$ cat config.mk
export PLATFORM = sky130hd
export DESIGN_NAME = masked_rand_gen_flat
export DESIGN_NICKNAME = d
export VERILOG_FILES = /design/src/rtl/masked_rand_gen_if.sv /design/src/rtl/masked_rand_gen.sv /design/src/flat_wrapper.sv
export SDC_FILE = /design/constraint.sdc
export NUM_CORES = 1
export LEC_CHECK = 0
export ABC_CLOCK_PERIOD_IN_PS = 2480
export CAP_MARGIN = 20
export CORE_ASPECT_RATIO = 1.2
export CORE_MARGIN = 2
export CORE_UTILIZATION = 29
export CTS_CLUSTER_SIZE = 40
export DETAILED_ROUTE_END_ITERATION = 6
export GPL_TIMING_DRIVEN = 1
export PLACE_DENSITY = 0.5
export SETUP_SLACK_MARGIN = 0.5
export SYNTH_ARGS = -nofsm -noshare
export SYNTH_HDL_FRONTEND = slang
export SYNTH_SLANG_ARGS = --single-unit
export TNS_END_PERCENT = 1
$ cat constraint.sdc
create_clock -name clk -period 2.48 [get_ports clk]
set_input_delay 0.372 -clock clk [delete_from_list [all_inputs] [get_ports clk]]
set_output_delay 0.372 -clock clk [all_outputs]
set_load 0.02 [all_outputs]
$ cat src/rtl/masked_rand_gen_if.sv
// Seed and fresh-mask handshake bundle between the mask generator and its users.
// master = generator side, slave = seeder/consumer side.
interface masked_rand_gen_if #(
    parameter int RW = 36
);
    logic [63:0]   seed;
    logic          seed_valid;
    logic          seed_ready;
    logic [RW-1:0] r;
    logic          r_valid;
    logic          r_ready;
    logic          reseed_req;

    modport master (
        input  seed, seed_valid, r_ready,
        output seed_ready, r, r_valid, reseed_req
    );

    modport slave (
        output seed, seed_valid, r_ready,
        input  seed_ready, r, r_valid, reseed_req
    );
endinterface

$ cat src/rtl/masked_rand_gen.sv
// Fresh-mask source for the 3-share masked GF(16) multiplier: a 64-bit LFSR advanced
// RW steps per delivered word, with seeding, warm-up and a reseed budget.
module masked_rand_gen #(
    parameter int RW              = 36,
    parameter int WARMUP          = 4,
    parameter int RESEED_INTERVAL = 1024
) (
    input  logic              clk,
    input  logic              rst,
    masked_rand_gen_if.master bus
);
    localparam int              WCW       = $clog2(RESEED_INTERVAL + 1);
    localparam logic [WCW-1:0]  WORD_MAX  = WCW'(RESEED_INTERVAL);
    localparam logic [3:0]      WARM_LAST = 4'(WARMUP - 1);

    typedef enum logic [1:0] {IDLE, WARM, RUN} fsm_t;

    fsm_t           fsm;
    fsm_t           fsm_nxt;
    logic [63:0]    lfsr;
    logic [3:0]     warm_cnt;
    logic [WCW-1:0] word_cnt;
    logic           reseed;
    logic           seed_acc;
    logic           take;

    // RW single steps of x^64+x^63+x^61+x^60+1, unrolled into one cycle.
    function automatic logic [63:0] word_step(input logic [63:0] s);
        logic [63:0] t;
        t = s;
        for (int i = 0; i < RW; i++) begin
            t = {t[62:0], t[63] ^ t[62] ^ t[60] ^ t[59]};
        end
        return t;
    endfunction

    assign seed_acc = bus.seed_valid;
    // A seed in the same cycle as a handshake wins; that word is simply never counted.
    assign take     = (fsm == RUN) && bus.r_ready && !seed_acc;

    always_ff @(posedge clk) begin
        if (rst) begin
            fsm <= IDLE;
        end else begin
            fsm <= fsm_nxt;
        end
    end

    always_comb begin
        fsm_nxt = fsm;
        if (seed_acc) begin
            fsm_nxt = WARM;
        end else begin
            case (fsm)
                WARM:    if (warm_cnt == WARM_LAST) fsm_nxt = RUN;
                default: fsm_nxt = fsm;
            endcase
        end
    end

    always_comb begin
        bus.seed_ready = 1'b1;
        bus.r_valid    = (fsm == RUN);
        bus.r          = lfsr[RW-1:0];
        bus.reseed_req = reseed;
    end

    always_ff @(posedge clk) begin
        if (rst) begin
            lfsr     <= '0;
            warm_cnt <= '0;
            word_cnt <= '0;
            reseed   <= 1'b0;
        end else if (seed_acc) begin
            // An all-zero seed would lock the LFSR at zero forever.
            lfsr     <= (bus.seed == 64'h0) ? 64'h1 : bus.seed;
            warm_cnt <= '0;
            word_cnt <= '0;
            reseed   <= 1'b0;
        end else begin
            if (fsm == WARM) begin
                lfsr     <= word_step(lfsr);
                warm_cnt <= warm_cnt + 4'd1;
            end
            if (take) begin
                lfsr <= word_step(lfsr);
                if (word_cnt != WORD_MAX) begin
                    word_cnt <= word_cnt + 1'b1;
                end
                if (word_cnt == WORD_MAX - 1'b1) begin
                    reseed <= 1'b1;
                end
            end
        end
    end
endmodule
$ cat src/flat_wrapper.sv
// flat-port wrapper written by rule: the top's interface ports become plain ports
module masked_rand_gen_flat 
#(
    parameter int RW              = 36,
    parameter int WARMUP          = 4,
    parameter int RESEED_INTERVAL = 1024
)
  (clk, rst, bus_seed, bus_seed_valid, bus_r_ready, bus_seed_ready, bus_r, bus_r_valid, bus_reseed_req);
  masked_rand_gen_if #(.RW(RW)) bus_i ();
  input  logic clk;
  input  logic rst;
  input wire logic [$bits(bus_i.seed)-1:0] bus_seed;
  input wire logic [$bits(bus_i.seed_valid)-1:0] bus_seed_valid;
  input wire logic [$bits(bus_i.r_ready)-1:0] bus_r_ready;
  output wire logic [$bits(bus_i.seed_ready)-1:0] bus_seed_ready;
  output wire logic [$bits(bus_i.r)-1:0] bus_r;
  output wire logic [$bits(bus_i.r_valid)-1:0] bus_r_valid;
  output wire logic [$bits(bus_i.reseed_req)-1:0] bus_reseed_req;
  assign bus_i.seed = bus_seed;
  assign bus_i.seed_valid = bus_seed_valid;
  assign bus_i.r_ready = bus_r_ready;
  assign bus_seed_ready = bus_i.seed_ready;
  assign bus_r = bus_i.r;
  assign bus_r_valid = bus_i.r_valid;
  assign bus_reseed_req = bus_i.reseed_req;
  masked_rand_gen #(.RW(RW), .WARMUP(WARMUP), .RESEED_INTERVAL(RESEED_INTERVAL)) u_core (.clk(clk), .rst(rst), .bus(bus_i));
endmodule
==> flow_metrics.py <==
metrics = {
    "floorplanning": {
        "coreArea_um2": 16100,
        "num_rows": 51,
        "io_pins": 107,
        "start_util": 0.294,
        "die_y_um": 144,
        "die_area_um2": 17400,
        "die_w_um": 121,
    },
    "clocking": {
        "cts_buffer_depth": 2,
        "cts_tree": "done",
        "path_clk_slew_ns": 0.06,
        "clock_latency_ns": 0.34,
        "cts_buffers": 9,
        "ctsRootBufferMaster": "clkbuf_16",
        "cts_max_level": 3,
        "cts_num_sinks": 82,
    },
    "grt": {
        "grt_use_total": 0.164,
        "grt_pass1_vias": 3937,
        "globalRoute.totalOverflow": 0,
        "grt_pass1_wl_um": 21700,
        "grt_max_degree": 90,
        "antenna_found_initial": 0,
    },
    "final_layout": {
        "fill_cells": 1645,
        "antenna_cells": 0,
        "drive_gt1_frac": 0.0598,
        "area_growth_pct": 29.0,
        "layout_commonest_cell": "clkdlybuf4s50_1",
        "fin_util": 0.379,
        "seq_area_um2": 1640,
        "mostFrequentLayoutCells": "clkdlybuf4s50_1 (101), dfxtp_1 (82), nor2_1 (78), xnor2_1 (73), mux2i_1 (48)",
        "multi_input_area_um2": 2700,
        "final_nets": 669,
    },
    "timing": {
        "finalSetupViolCount": 0,
        "period_needed_ns": 1.93,
        "rsz0062_at_grt": "true",
        "drv_slew": 0,
        "max_freq_mhz": 518,
        "finalSetupTns_ns": 0,
        "skew_ns": 0.00769,
        "hold_viol": 0,
        "period_share": 0.779,
        "hold_ws_ns": 0.426,
    },
    "logic_synthesis": {
        "avgSynthCellArea_um2": 8.76,
        "synth_nets": 612,
        "syn_area_um2": 4740,
        "ys_ff_latch": 82,
        "seq_area_frac_synth": 0.346,
        "postSynthCellCount": 541,
        "yosysWarnings": 0,
        "async_flop_share": 0,
        "synth_top_flop_cell": "dfxtp_1",
        "synth.distinct_cells": 33,
        "synth_edf_count": 0,
    },
    "critical_path": {
        "crit_arrival_ns": 1.56,
        "crit_required_ns": 2.11,
        "max_stage_delay_ns": 0.68,
        "endpoint_kind": "output port",
        "crit_fanout": 5,
        "slowest_stage": "clkdlybuf4s50_1",
        "critPathLaunchType": "flop",
        "cp_top_family": "buffers and inverters",
        "path_cells": "clkdlybuf4s50_1",
        "path_buf_inv": 1,
        "criticalPathCategory": "flop to output port",
    },
    "placed_design": {
        "port_buffers": 105,
        "gp_congestion": 0.808,
        "hpwl_um": 10500,
    },
    "route": {
        "finalWirelength_um": 14100,
        "drc": 0,
        "viasPerCell": 4.79,
        "detail-route-antenna-nets": 0,
        "drt_first_pass_iters": 4,
        "num_vias": 3901,
        "drtIter0Drc": 181,
        "routedWlPerCell_um": 17.3,
    },
    "power": {
        "power_switching_mw": 1.29,
        "ir_worst_vdd_mv": 0.299,
        "swShare": 0.303,
        "pwr-share-seq": 0.376,
        "p_comb_frac": 0.284,
        "power_density_nw_per_um2": 696,
        "intPower_mw": 2.96,
        "leakage_nw": 2.27,
        "p_clk_frac": 0.340,
    },
    "job": {
        "drv_cap": 0,
    },
    "worst_hold_path": {
        "hold_path.class": "input pin to flop",
    },
    "status": {
        "status": "finished clean",
    },
}
[cells in the mapped netlist (all sizes together), types with 2 or more instances]
cell / instances / area (µm²)
inv: 8 / 30.0
a211oi: 28 / 210
nor4: 17 / 106
o32ai: 4 / 35.0
xor2: 19 / 166
nand4: 12 / 75.1
o22ai: 25 / 156
nand2: 3 / 11.3
buf: 50 / 333
dfxtp: 82 / 1640
xnor2: 73 / 639
ha: 3 / 37.5
a21oi: 20 / 100
clkbuf: 19 / 71.3
nand2b: 30 / 188
nor2b: 5 / 31.3
mux2i: 48 / 480
and3: 4 / 25.0
or4b: 2 / 20.0
nor2: 78 / 293
[sequential cells by signal, indices dropped and copies added, names as in the netlist]
| register | count |
|---|---|
| u_core.bus.reseed_req | 1 |
| u_core.fsm | 2 |
| u_core.lfsr | 64 |
| u_core.word_cnt | 11 |
| u_core.warm_cnt | 4 |
[final timing paths]
| check | start | end | slack [ns] | cells past startpoint |
|---|---|---|---|---|
| setup / recovery | u_core.lfsr[26] | bus_r[26] | 0.55 | 1 |
| hold / removal | rst | u_core.fsm[0] | 0.43 | 2 |
| setup reg to reg | u_core.word_cnt[0] | u_core.word_cnt[4] | 0.56 | 7 |
| hold reg to reg | u_core.lfsr[19] | u_core.lfsr[19] | 0.51 | 2 |
[cells by family after synthesis]
logic type / after synthesis / synth area share
mux: 48 / 0.101
simple gates: 156 / 0.167
fa+ha+maj: 3 / 0.00792
flops: 82 / 0.346
compound gates: 82 / 0.115
xor+xnor: 92 / 0.170
other cells: 1 / 0.000791
buf+inv: 77 / 0.0916
[power groups by stage]
| stage | combinational, mW | sequential, mW | clock, mW |
|---|---|---|---|
| floorplan | 0.891 | 1.57 | 0 |
| global route | 1.31 | 1.62 | 1.55 |
| detailed placement | 1.21 | 1.63 | 0 |
| finish | 1.21 | 1.60 | 1.45 |
| CTS | 1.22 | 1.60 | 1.49 |
| global placement | 1.21 | 1.63 | 0 |
[routing by layer]
metal,vias to the layer above,track usage,routed length (µm)
met5,-,0,0
met4,0,0.0569,223
met3,18,0.0319,659
met2,93,0.280,6920
met1,1835,0.205,6310
li1,1955,-,-
[per-stage QoR]
stage / power (mW) / area (µm²) / setup WS, ns / cells
after global placement: 2.84 / 5760 / 0.00530 / 799
after CTS: 4.31 / 6100 / 0.488 / 814
final: 4.25 / 6110 / 0.549 / 814
after floorplan: 2.46 / 4740 / 0.670 / 541
after global routing: 4.48 / 6110 / 0.453 / 814
after detailed placement: 2.84 / 5760 / 0.0121 / 799
[cell type report]
class,instances,share of cell area
timing repair buffer,115,0.190
multi-input combinational,382,0.441
inverter,8,0.00491
sequential,82,0.268
clock buffer,10,0.0391
tap,212,0.0434
clock inverter,5,0.0129
[what timing repair did]
item                                    4_1_cts  5_1_grt
pin swaps                                     1        4
gates resized for setup                       5        3
endpoints found under the setup margin        2        4
buffers inserted                              0        0
hold buffers                                  0        0
Note: power is estimated with default switching activity, not from simulation.
==> RTL change 1, RTL diff (same settings) <==
`RW` is set to 36 in 3 places; all go to 18.
--- a/src/rtl/masked_rand_gen_if.sv
+++ b/src/rtl/masked_rand_gen_if.sv
@@ -1,7 +1,7 @@
 // Seed and fresh-mask handshake bundle between the mask generator and its users.
 // master = generator side, slave = seeder/consumer side.
 interface masked_rand_gen_if #(
-    parameter int RW = 36
+    parameter int RW = 18
 );
     logic [63:0]   seed;
     logic          seed_valid;
--- a/src/rtl/masked_rand_gen.sv
+++ b/src/rtl/masked_rand_gen.sv
@@ -1,7 +1,7 @@
 // Fresh-mask source for the 3-share masked GF(16) multiplier: a 64-bit LFSR advanced
 // RW steps per delivered word, with seeding, warm-up and a reseed budget.
 module masked_rand_gen #(
-    parameter int RW              = 36,
+    parameter int RW              = 18,
     parameter int WARMUP          = 4,
     parameter int RESEED_INTERVAL = 1024
 ) (
--- a/src/flat_wrapper.sv
+++ b/src/flat_wrapper.sv
@@ -1,7 +1,7 @@
 // flat-port wrapper written by rule: the top's interface ports become plain ports
 module masked_rand_gen_flat 
 #(
-    parameter int RW              = 36,
+    parameter int RW              = 18,
     parameter int WARMUP          = 4,
     parameter int RESEED_INTERVAL = 1024
 )
Interface: changed (resized bus_r); port bits go from 107 to 89. The function was not compared with the original's and may differ.
==> RTL change 1 against the original RTL <==
- clock skew about the same
- wire length down 7.8%
- sequential cell count unchanged
- area after synthesis down 4.1%
- worst setup slack better by 0.028 ns
- fmax up 1.5%
- count of clock-buffer cells in the layout down 1
- total power down 13%
- synthesized cell count down 10%
- die area down 4.0%
- largest cell class unchanged
- final area down 5.5%
==> RTL change 1: results <==
export IMPL_firstDrtPassIters=6
export IMPL_cts_inserted_buffers=9
export IMPL_seq_power_share_pct=41.1
export IMPL_cp_max_fo=2
export IMPL_dp_cells=746
export IMPL_crit_slowest_cell="clkdlybuf4s50_1"
export IMPL_cts_clk_slew_worst_paths_ns=0.07
export IMPL_nNetsFinal=620
export IMPL_cts_buffer_depth=2
export IMPL_p_leak_nw=2.12
export IMPL_synth_warnings=0
export IMPL_grt_usage_pct=15.9
export IMPL_largestRegisters="u_core.lfsr: 64 flops, u_core.word_cnt: 11 flops, u_core.warm_cnt: 4 flops"
export IMPL_p_sw_share_pct=29.6
export IMPL_tightest_slew_ns=0.500
export IMPL_fin_worst_skew_ns=0.00758
export IMPL_placedInstanceArea_sq_um=5480
export IMPL_htreeDepth=3
export IMPL_place_gp_congestion=0.827
export IMPL_post_route_util_pct=37.4
export IMPL_post_drt_wl_per_cell_microns=17.1
export IMPL_fillerInstances=1554
export IMPL_n_antenna_cell=0
export IMPL_max_vdd_ir_drop_v=0.000330
export IMPL_totalPowerFinal_mw=3.72
export IMPL_cp_arrival_ns=2.16
export IMPL_grt_max_degree=84
export IMPL_ys_seq_area_share_pct=36.1
export IMPL_synthArstFlopShare_pct=0
export IMPL_portBuffers=87
export IMPL_clk_latency_ns=0.35
export IMPL_ys_types=36
export IMPL_hold_class="in -> reg"
export IMPL_drt_iter0_drc=213
export IMPL_grt_pass1_wl_microns=20400
export IMPL_synthTopCellsByCount="82 x dfxtp_1, 68 x nor2_1, 51 x mux2i_1, 46 x a211oi_2, 37 x xnor2_1"
export IMPL_avgSynthCellArea_sq_um=9.35
export IMPL_status="finished, final reports clean"
export IMPL_ys_flop_type="dfxtp_1"
export IMPL_dp_slack_ns=0.278
export IMPL_synth_nets=557
export IMPL_fin_cells=762
export IMPL_cts_root_buffer="clkbuf_16"
export IMPL_hpwl_microns=10100
export IMPL_ys_top_cells_by_area="dfxtp_1 36%, a211oi_2 13%, mux2i_1 11%"
export IMPL_grt_pass1_vias=3693
export IMPL_antenna_found_initial=0
export IMPL_synth_area_leader_cell="dfxtp_1"
export IMPL_layout_drive_gt1_share_pct=15.3
export IMPL_num_vias=3646
export IMPL_slowest_delay_ns=0.43
export IMPL_pg_comb_mw=0.834
-- RTL change 1: kinds of logic after synthesis --
logic type | after synthesis | synth area share, %
and+or+nand+nor | 157 | 16.0
AOI/OAI and AO/OA | 87 | 18.3
DFF | 82 | 36.1
buffers and inverters | 55 | 7.79
muxes | 51 | 11.2
xor gates and xnor gates | 50 | 9.63
adders and majority gates | 3 | 0.826
other | 1 | 0.0825
-- RTL change 1: timing repair --
| action | 4_1_cts | 5_1_grt |
|---|---|---|
| gates resized for setup | 1 | 0 |
| endpoints found under the setup margin | 1 | 0 |
| setup buffers | 0 | 0 |
-- RTL change 1: final cells by class --
class                           instances  area share, %
Clock buffer                            9           3.90
Clock inverter                          7           1.19
Inverter                                4          0.260
Multi-Input combinational cell        349           44.3
Sequential cell                        82           28.4
Tap cell                              208           4.51
Timing Repair Buffer                  103           17.4
-- RTL change 1: worst max-delay path: cells and delay by family --
| kind | cells | cell delay [ns] |
|---|---|---|
| buffers and inverters | 1 | 0.43 |
| and+or+nand+nor | 5 | 1.35 |
-- RTL change 1: metal layers --
layer / GRT usage (%) / wire length [microns] / vias to the layer above
met5: 0 / 0 / -
met4: 5.39 / 263 / 0
met3: 3.28 / 473 / 17
met2: 27.4 / 6470 / 68
met1: 19.8 / 5810 / 1734
li1: - / - / 1827
-- RTL change 1: path summary, 6_finish.rpt --
kind	start	endpoint	slack (ns)	cells after the start
max reg2reg	u_core.fsm[1]$_SDFFE_PP0P_	u_core.lfsr[52]$_SDFFE_PP0P_	0.72	5
min	rst	u_core.fsm[0]$_SDFFE_PP0P_	0.39	2
min reg2reg	u_core.lfsr[4]$_SDFFE_PP0P_	u_core.lfsr[4]$_SDFFE_PP0P_	0.47	2
max	bus_seed[25]	u_core.lfsr[0]$_SDFFE_PP0P_	0.58	6
==> RTL change 2, RTL diff (same flow settings) <==
Made on the original files. The 3 states of `fsm_t` get a one-hot encoding in 3 bits.
--- a/src/rtl/masked_rand_gen.sv
+++ b/src/rtl/masked_rand_gen.sv
@@ -13,7 +13,7 @@
     localparam logic [WCW-1:0]  WORD_MAX  = WCW'(RESEED_INTERVAL);
     localparam logic [3:0]      WARM_LAST = 4'(WARMUP - 1);
 
-    typedef enum logic [1:0] {IDLE, WARM, RUN} fsm_t;
+    typedef enum logic [2:0] {IDLE = 3'b001, WARM = 3'b010, RUN = 3'b100} fsm_t;
 
     fsm_t           fsm;
     fsm_t           fsm_nxt;
Function: same outputs for any inputs over 4 cycles, from zero or initial values and one cycle with rst high; so few cycles prove little.
==> RTL change 2 against the original RTL <==
- area after synthesis rose by 1.9%
- wire length grew 7.3%
- sequential cell count increased by 1
- via count rose by 12%
- worst setup slack lost 0.091 ns
- hold slack better by 0.030 ns
- total power shrank 5.4%
- final area is 0.78% higher
- fmax fell by 4.5%
- critical path type is now in -> reg
- largest cell class unchanged
- largest power group unchanged
- highest routed layer unchanged
==> RTL change 2: results <==
export IMPL_critPathLaunch="bus_seed[6]"
export IMPL_pg_comb_mw=1.06
export IMPL_placedInstanceArea_sq_um=5830
export IMPL_hpwl_microns=11500
export IMPL_post_cts_buffers=1
export IMPL_max_vdd_ir_drop_v=0.000334
export IMPL_endpoint_kind="register"
export IMPL_synth_nets=670
export IMPL_hold_class="in -> reg"
export IMPL_p_sw_mw=1.23
export IMPL_synth_top_family_by_area="compound AO/OA/AOI/OAI gates"
export IMPL_wl_met2_microns=7630
export IMPL_met2_usage_pct=28.7
export IMPL_slowest_delay_ns=0.51
export IMPL_routed_wl_met3_microns=660
export IMPL_post_drt_wl_per_cell_microns=17.4
export IMPL_grt_usage_pct=16.9
export IMPL_fillerInstances=1675
export IMPL_grt_max_degree=58
export IMPL_dp_slack_ns=0.0231
export IMPL_drt_iter0_drc=343
export IMPL_ff2ff_setup_slack_ns=0.65
export IMPL_fin_crit_ns=2.02
export IMPL_synthAdderAreaFrac_pct=0.777
export IMPL_critPathTopFamily="compound AO/OA/AOI/OAI gates"
export IMPL_reg2reg_depth=6
export IMPL_grt_pass1_vias=4247
export IMPL_ys_types=38
export IMPL_ys_seq_area_share_pct=34.4
export IMPL_cp_arrival_ns=2.26
export IMPL_synthTopCellsByCount="83 x dfxtp_1, 71 x nor2_1, 68 x nand2_1, 62 x a21oi_1, 59 x a211oi_1"
export IMPL_synth_compound_area_share_pct=18.9
export IMPL_p_leak_nw=2.23
export IMPL_dp_cells=853
export IMPL_synthArstFlopShare_pct=0
export IMPL_wl_met1_microns=6680
export IMPL_synth_xor_area_share_pct=15.4
export IMPL_wirelength_microns=15100
export IMPL_num_vias=4359
export IMPL_place_gp_congestion=0.833
export IMPL_avgSynthCellArea_sq_um=8.06
export IMPL_r2r_end="u_core.lfsr[0]$_SDFFE_PP0P_"
export IMPL_status="finished, final reports clean"
export IMPL_layout_drive_gt1_share_pct=6.08
export IMPL_r2r_start="u_core.fsm[2]$_SDFFE_PP0P_"
export IMPL_synthMuxAreaShare_pct=1.87
export IMPL_cp_max_fo=2
export IMPL_nNetsFinal=724
export IMPL_use_met1_pct=22.2
export IMPL_hold_depth=3
export IMPL_cts_resized=3
export IMPL_ys_top_cells_by_area="dfxtp_1 34%, xnor2_1 10%, a211oi_1 9.2%"
export IMPL_fin_worst_skew_ns=0.00738
export IMPL_gr_usage_met3_pct=3.21
[RTL change 2: cell types whose count changed after synthesis, moves of 7 or more]
| cell | delta |
|---|---|
| a21oi_1 | +42 |
| o22ai_1 | -25 |
| mux2i_1 | -39 |
| nor2_1 | -7 |
| nand2_1 | +65 |
| xnor2_1 | -18 |
| a211oi_1 | +31 |
| xor2_1 | +11 |
| buf_1 | -8 |
| nand2b_1 | -30 |
| buf_4 | +8 |
[RTL change 2: how the worst min path moves through the flow]
| stage | endpoint | slack [ns] | from |
|---|---|---|---|
| finish | u_core.lfsr[34]$_SDFFE_PP0P_ | 0.46 | bus_seed_valid |
| global route | u_core.lfsr[37]$_SDFFE_PP0P_ | 0.49 | bus_seed_valid |
| CTS | u_core.lfsr[36]$_SDFFE_PP0P_ | 0.47 | bus_seed_valid |
| detailed placement | u_core.bus.reseed_req$_SDFFE_PP0P_ | 0.47 | u_core.bus.reseed_req$_SDFFE_PP0P_ |
| global placement | u_core.word_cnt[10]$_SDFFE_PP0P_ | 0.47 | u_core.word_cnt[10]$_SDFFE_PP0P_ |
| floorplan | u_core.word_cnt[10]$_SDFFE_PP0P_ | 0.45 | u_core.word_cnt[10]$_SDFFE_PP0P_ |
[RTL change 2: layout make-up]
| cell class | count | area [sq um] | area share, % |
|---|---|---|---|
| clock buffer | 13 | 260 | 4.22 |
| clock inverter | 3 | 46.3 | 0.751 |
| inverter | 9 | 33.8 | 0.548 |
| multi-input combinational | 431 | 2700 | 43.8 |
| sequential | 83 | 1660 | 27.0 |
| tap | 212 | 265 | 4.30 |
| timing repair buffer | 119 | 1190 | 19.4 |
[RTL change 2: worst min-delay path, cell delays in order]
cell and delay (ns):
buf_2 0.18, nand2_1 0.12, a211oi_1 0.07
